`src/rtl/instr_sequencer.sv`:
```
// instr_sequencer: fetch/decode/execute controller driving the CPU datapath strobes.
// Define COND_JUMP_EN to enable JZ (6) / JC (7); otherwise they execute as NOP.
module instr_sequencer (
  input  logic       clk,
  input  logic       rst,
  input  logic       run,
  input  logic [3:0] opcode,
  input  logic       zero,
  input  logic       carry,
  input  logic       mem_rdy,
  output logic       pc_inc,
  output logic       pc_load,
  output logic       mar_ld,
  output logic       mar_sel,
  output logic       mem_rd,
  output logic       ir_ld,
  output logic       b_ld,
  output logic       acc_ld,
  output logic       out_ld,
  output logic       alu_sub,
  output logic       halted,
  output logic [2:0] tstate
);
  typedef enum logic [2:0] {IDLE, F1, F2, DEC, E1, E2, E3, HALT} state_t;
  state_t state, nxt, fin;
  logic [3:0] op;
  logic exec, mem_op;
`ifdef COND_JUMP_EN
  assign exec = opcode inside {[4'h1:4'h5]} || (opcode == 4'h6 && zero) || (opcode == 4'h7 && carry);
`else
  logic unused_flags;
  assign unused_flags = zero ^ carry;
  assign exec = opcode inside {[4'h1:4'h5]};
`endif
  assign mem_op = op inside {[4'h1:4'h3]};
  assign fin = run ? F1 : IDLE;
  always_comb begin
    nxt = state;
    case (state)
      IDLE:    nxt = run ? F1 : IDLE;
      F1:      nxt = F2;
      F2:      nxt = mem_rdy ? DEC : F2;
      DEC:     nxt = opcode == 4'hf ? HALT : exec ? E1 : fin;
      E1:      nxt = mem_op ? E2 : fin;
      E2:      nxt = !mem_rdy ? E2 : op == 4'h1 ? fin : E3;
      E3:      nxt = fin;
      default: nxt = HALT;
    endcase
  end
  // op holds the decoded opcode so the execute states need not rely on the IR staying put
  always_ff @(posedge clk or posedge rst) begin
    if (rst) begin
      state <= IDLE;
      op    <= '0;
    end else begin
      state <= nxt;
      if (state == DEC) op <= opcode;
    end
  end
  assign pc_inc  = state == F2 && mem_rdy;
  assign ir_ld   = state == F2 && mem_rdy;
  assign pc_load = state == E1 && op inside {[4'h5:4'h7]};
  assign mar_sel = state == E1 && mem_op;
  assign mar_ld  = state == F1 || (state == E1 && mem_op);
  assign mem_rd  = state == F2 || state == E2;
  assign b_ld    = state == E2 && mem_rdy && op != 4'h1;
  assign acc_ld  = (state == E2 && mem_rdy && op == 4'h1) || state == E3;
  assign out_ld  = state == E1 && op == 4'h4;
  assign alu_sub = state == E3 && op == 4'h3;
  assign halted  = state == HALT;
  assign tstate  = state;
endmodule

```
`config.mk`:
```
export PLATFORM = sky130hd
export DESIGN_NAME = instr_sequencer
export DESIGN_NICKNAME = d
export VERILOG_FILES = /design/src/rtl/instr_sequencer.sv
export SDC_FILE = /design/constraint.sdc
export NUM_CORES = 1
export LEC_CHECK = 0
export CAP_MARGIN = 5
export CELL_PAD_IN_SITES_DETAIL_PLACEMENT = 1
export CELL_PAD_IN_SITES_GLOBAL_PLACEMENT = 1
export CORE_MARGIN = 3
export CORE_UTILIZATION = 29
export CTS_BUF_LIST = sky130_fd_sc_hd__clkbuf_2 sky130_fd_sc_hd__clkbuf_4 sky130_fd_sc_hd__clkbuf_8
export DETAILED_ROUTE_END_ITERATION = 7
export PLACE_DENSITY_LB_ADDON = 0.1
export SLEW_MARGIN = 10
export SYNTH_ARGS = -nofsm -noshare
export SYNTH_HDL_FRONTEND = slang
export SYNTH_SLANG_ARGS = --single-unit
```
`constraint.sdc`:
```
create_clock -name clk -period 1.93 [get_ports clk]
set_input_delay 0.386 -clock clk [delete_from_list [all_inputs] [get_ports clk]]
set_output_delay 0.386 -clock clk [all_outputs]
set_load 0.05 [all_outputs]
```
After elaboration in Yosys (flattened, before gate mapping)
Cells that the tools add are included.
Widths: inputs -> output; s select.
- $lt $le $gt $ge: 6
- equality and inequality tests: 12
- muxes and demuxes: 8
- reduce and logical (&&, ||, !) cells: 16
- operators with widths (kind ; number):
    $pmux 3 s6 ; 1
    $mux 3 ; 5
    $eq 3x3->1 const B ; 4
    $logic_and 1x1->1 ; 11
    $ge 4x1->1 const B ; 2
    $le 4x3->1 const B ; 2
    $eq 3x2->1 const B ; 2
    $eq 4x1->1 const B ; 1
    $eq 4x2->1 const B ; 1
    $eq 4x3->1 const B ; 1
    $eq 4x4->1 const B ; 1
    $ge 4x3->1 const B ; 1
    $le 4x2->1 const B ; 1
    $ne 4x1->1 const B ; 1
    $eq 3x1->1 const B ; 1
    $logic_not 3->1 ; 1
    $logic_or 1x1->1 ; 3
    $mux 1 ; 2
    $reduce_or 2->1 ; 1
- register bits after elaboration: 7
- output and inout port bits: 14

Logic depth before layout (Yosys ltp)
- depth in word-level cells: 5
- gate-level depth with buffers: 5

Worst setup path before layout
No wires, ideal clock.
- kind: reg2out
- start: register state[0] (netlist: tstate[0])
- end: output mar_sel
- arrival time: 2.703 ns
- required time: 1.544 ns
- path slack: -1.159 ns
- cell stages (with the launch flop): 4
- buffers on the path: 1
- path through: dfrtp_1 > buf_6 > or3b_4 > nor4_1
- longest elaborated chain between the ends: 2
- ends and longest elaborated chain (element ; line ; RTL):
    start, declared ; 25 ; state_t state, nxt, fin;
    start signal, assigned ; 56 ; state <= nxt;
    $eq 3x3->1 ; 63 ; assign mar_sel = state == E1 && mem_op;
    $logic_and 1x1->1 ; 63 ;
    end, declared ; 14 ; output logic mar_sel,
Every way passes these cells.

Worst setup path after layout
- start: register op[3]
- end: output out_ld
- longest elaborated chain between the ends: 2
- ends and longest elaborated chain (element ; line ; RTL):
    start, declared ; 26 ; logic [3:0] op;
    start signal, assigned ; 57 ; if (state == DEC) op <= opcode;
    $eq 4x3->1 ; 68 ; assign out_ld = state == E1 && op == 4'h4;
    $logic_and 1x1->1 ; 68 ;
    end, declared ; 19 ; output logic out_ld,
Every way passes these cells.

==> key figures <==
Layout
  • Fillcell total: 165
  • Layout cells sized above 1: 55.3%
  • Fin nets: 105
  • Combined area of the multi-input logic cells: 369 um2
  • Cell Count, Final, Fillers Out: 110
  • Finished Cell Area: 1050 um2
  • FF/Latch Area: 178 um2
  • Area Growth Syn to Fin: 108%
  • Antenna cells: 0

Global route
  • Antenna violations before repair: 0
  • First-pass GRT wire length: 2780 um
  • GR Util All Layers: 18.1%
  • Largest net degree at the start of global routing: 13
  • Number of global-route vias before repair: 614
  • Grt total ovfl: 0

Worst setup path
  • CP max stage cell: or3b_4
  • R2R Setup Slk: 0.14 ns
  • CP Cell Sequence: or3b_4 -> or3b_4 -> nor3_4 -> buf_12
  • Slowest cell delay on critical path: 0.43 ns
  • Crit-path most repeated cell: or3b_4
  • Buf+Inv Stages, Crit Path: 1
  • Worst Path Class, Setup: reg2out
  • Critical path data arrival time: 1.85 ns
  • Worst setup SP type: flip-flop
  • FF-to-FF End: tstate[0]
  • CP required: 1.54 ns
  • R2r worst-path depth: 8
  • Delay-heaviest family, CP: simple AND/OR/NAND/NOR gates
  • Reg-to-reg startpoint: op[0]
  • Worst-path fanout max: 3
  • Critical Path End Type: primary output

Min path
  • HP Class: in2async

Routing
  • # DRC: 0
  • Detail Route Antenna Nets: 0
  • Via density: 5.49
  • Routed vias: 604
  • Router iterations before antenna repair: 1
  • DR WL/cell: 17.2 um
  • DRT iter0 DRCs: 0
  • Routed wire length: 1890 um

Die
  • Die H: 47.6 um
  • Core area: 1560 um2
  • Initial Util: 32.2%
  • Die area: 2270 um2
  • Die W: 47.6 um
  • Ports: 24
  • # rows: 14

Logic synthesis
  • Synth Net Count: 67
  • #FFs+latches synth: 7
  • Post-synthesis cell area: 502 um2
  • Fraction of registers with async set or reset after synthesis: 100%
  • Ys Warns: 0
  • Cell taking the most area after synthesis: dfrtp_1
  • Main flop type after synthesis: dfrtp_1
  • Gate Count Post-Synth: 57
  • Post-synth EDFFs: 0
  • Sequential cell area fraction in the yosys report: 34.9%
  • Yosys cell types: 30
  • Dominant cells by area after synthesis: dfrtp_1 (35%), mux2_2 (9.0%), nor2_1 (6.0%), or3b_4 (4.5%), a21oi_1 (4.0%)
  • Area share of the largest cell type after synthesis: 34.9%
  • Mean Syn Cell Area: 8.80 um2

Placed design
  • Placed Cells incl. Taps: 103
  • GP Congestion: 0.742
  • Post-DP Area: 978 um2
  • Port bufs: 21
  • Dpl hpwl: 1440 um

Timing
  • Tcrit/Tclk final: 116%
  • Post-route setup slack: -0.310 ns
  • Least-Margin Pin Slew: 0.350 ns
  • Slew headroom: 76.5%
  • RSZ-0062 raised after global routing: yes
  • F_max: 447 MHz
  • Final hold vios: 0
  • Crit path time final: 2.24 ns
  • Clock Skew: 0.00147 ns
  • Final setup fails: 7
  • Final Slew Violations: 0

CTS
  • Register clock-pin slew on the reported worst setup and hold paths: 0.05 ns
  • Post-CTS Hold Buffers: 0
  • Clock Sinks: 7
  • CTS buffer count: 3
  • Clock Tree Buf Depth: 2
  • Worst-Skew Late Latency: 0.26 ns
  • CTS tree: built
  • H-tree levels: 1
  • Root Driver: clkbuf_4

Power
  • Pwr Density: 1640 nW/um2
  • Peak VDD IR: 936 uV
  • Leakage power total: 0.430 nW

Outcome
  • Outcome: finished with violations
  • Failing checks: negative setup slack

Run
  • Max cap viols: 0
==> placed cells by master (no fill, tap or decap), types with 3 or more instances in the layout <==
cell | synthesis | routed
a21oi_1 | 4 | 3
nor2_1 | 8 | 4
mux2_2 | 4 | 4
buf_4 | 1 | 16
dfrtp_1 | 7 | 5
clkbuf_4 | 0 | 4
nand2_1 | 4 | 4
buf_12 | 0 | 12
clkdlybuf4s50_1 | 0 | 7
==> registers in the layout, indices dropped and copies added, names as in the netlist <==
name	cells
op	4
tstate	3
==> metal layers <==
layer	track usage [%]	share of wire [%]
met1	20.7	39
met2	29.7	51
met3	4.14	4.2
met4	12.4	5.1
met5	0	0
==> synth_stat cells, types with 2 or more instances <==
master,count
a21oi_1,4
dfrtp_1,7
inv_1,2
mux2_2,4
nand2_1,4
nand2b_1,2
nor2_1,8
nor3_1,2
o21ai_0,2
or3b_4,2
==> metrics by stage <==
| step | hold WS, ns | util, % | worst slack, ns | TNS, ns | total power, mW |
|---|---|---|---|---|---|
| after detailed placement | 0.529 | 62.8 | -0.0517 | -0.0967 | 1.53 |
| after CTS | 0.360 | 66.6 | -0.280 | -1.39 | 1.70 |
| after global placement | 0.526 | 62.8 | 0.00414 | 0 | 1.49 |
| final | 0.353 | 67.1 | -0.310 | -1.43 | 1.72 |
| after global routing | 0.363 | 67.1 | -0.352 | -1.87 | 1.82 |
| after floorplan | 0.189 | - | -0.411 | -1.66 | 0.990 |
==> power breakdown <==
part           total [mW]  switching (mW)  internal [mW]
logic                1.29           0.714          0.579
clock network       0.153          0.0594         0.0933
registers           0.270          0.0473          0.223
==> worst max-delay path by stage <==
stage	from	to	slack, ns	cells after the start
2_1_floorplan	tstate[0]	out_ld	-0.41	4
3_3_place_gp	tstate[0]	out_ld	0.004	4
3_5_place_dp	mem_rdy	acc_ld	-0.05	6
4_1_cts	op[3]	out_ld	-0.28	4
5_1_grt	op[3]	out_ld	-0.35	4
6_report	op[3]	out_ld	-0.31	4
==> kinds of logic after synthesis <==
| logic type | after synthesis | synth area share (%) |
|---|---|---|
| muxes | 5 | 11.0 |
| AOI/OAI and AO/OA | 13 | 17.0 |
| buffers and inverters | 5 | 5.99 |
| and+or+nand+nor | 27 | 31.2 |
| DFF | 7 | 34.9 |
==> layout make-up <==
| class | count | area share [%] |
|---|---|---|
| multi-input cells | 45 | 35.3 |
| clock buffers | 4 | 2.87 |
| flip-flops and latches | 7 | 17.0 |
| repair buffers | 36 | 42.2 |
| well taps | 16 | 1.91 |
| inverters | 2 | 0.718 |
==> what timing repair did <==
action	in CTS	in global routing
setup buffers	2	2
setup endpoints to repair	7	9
pin swaps	5	2
gates resized for setup	4	1
Power figures use the tool's default switching activity.
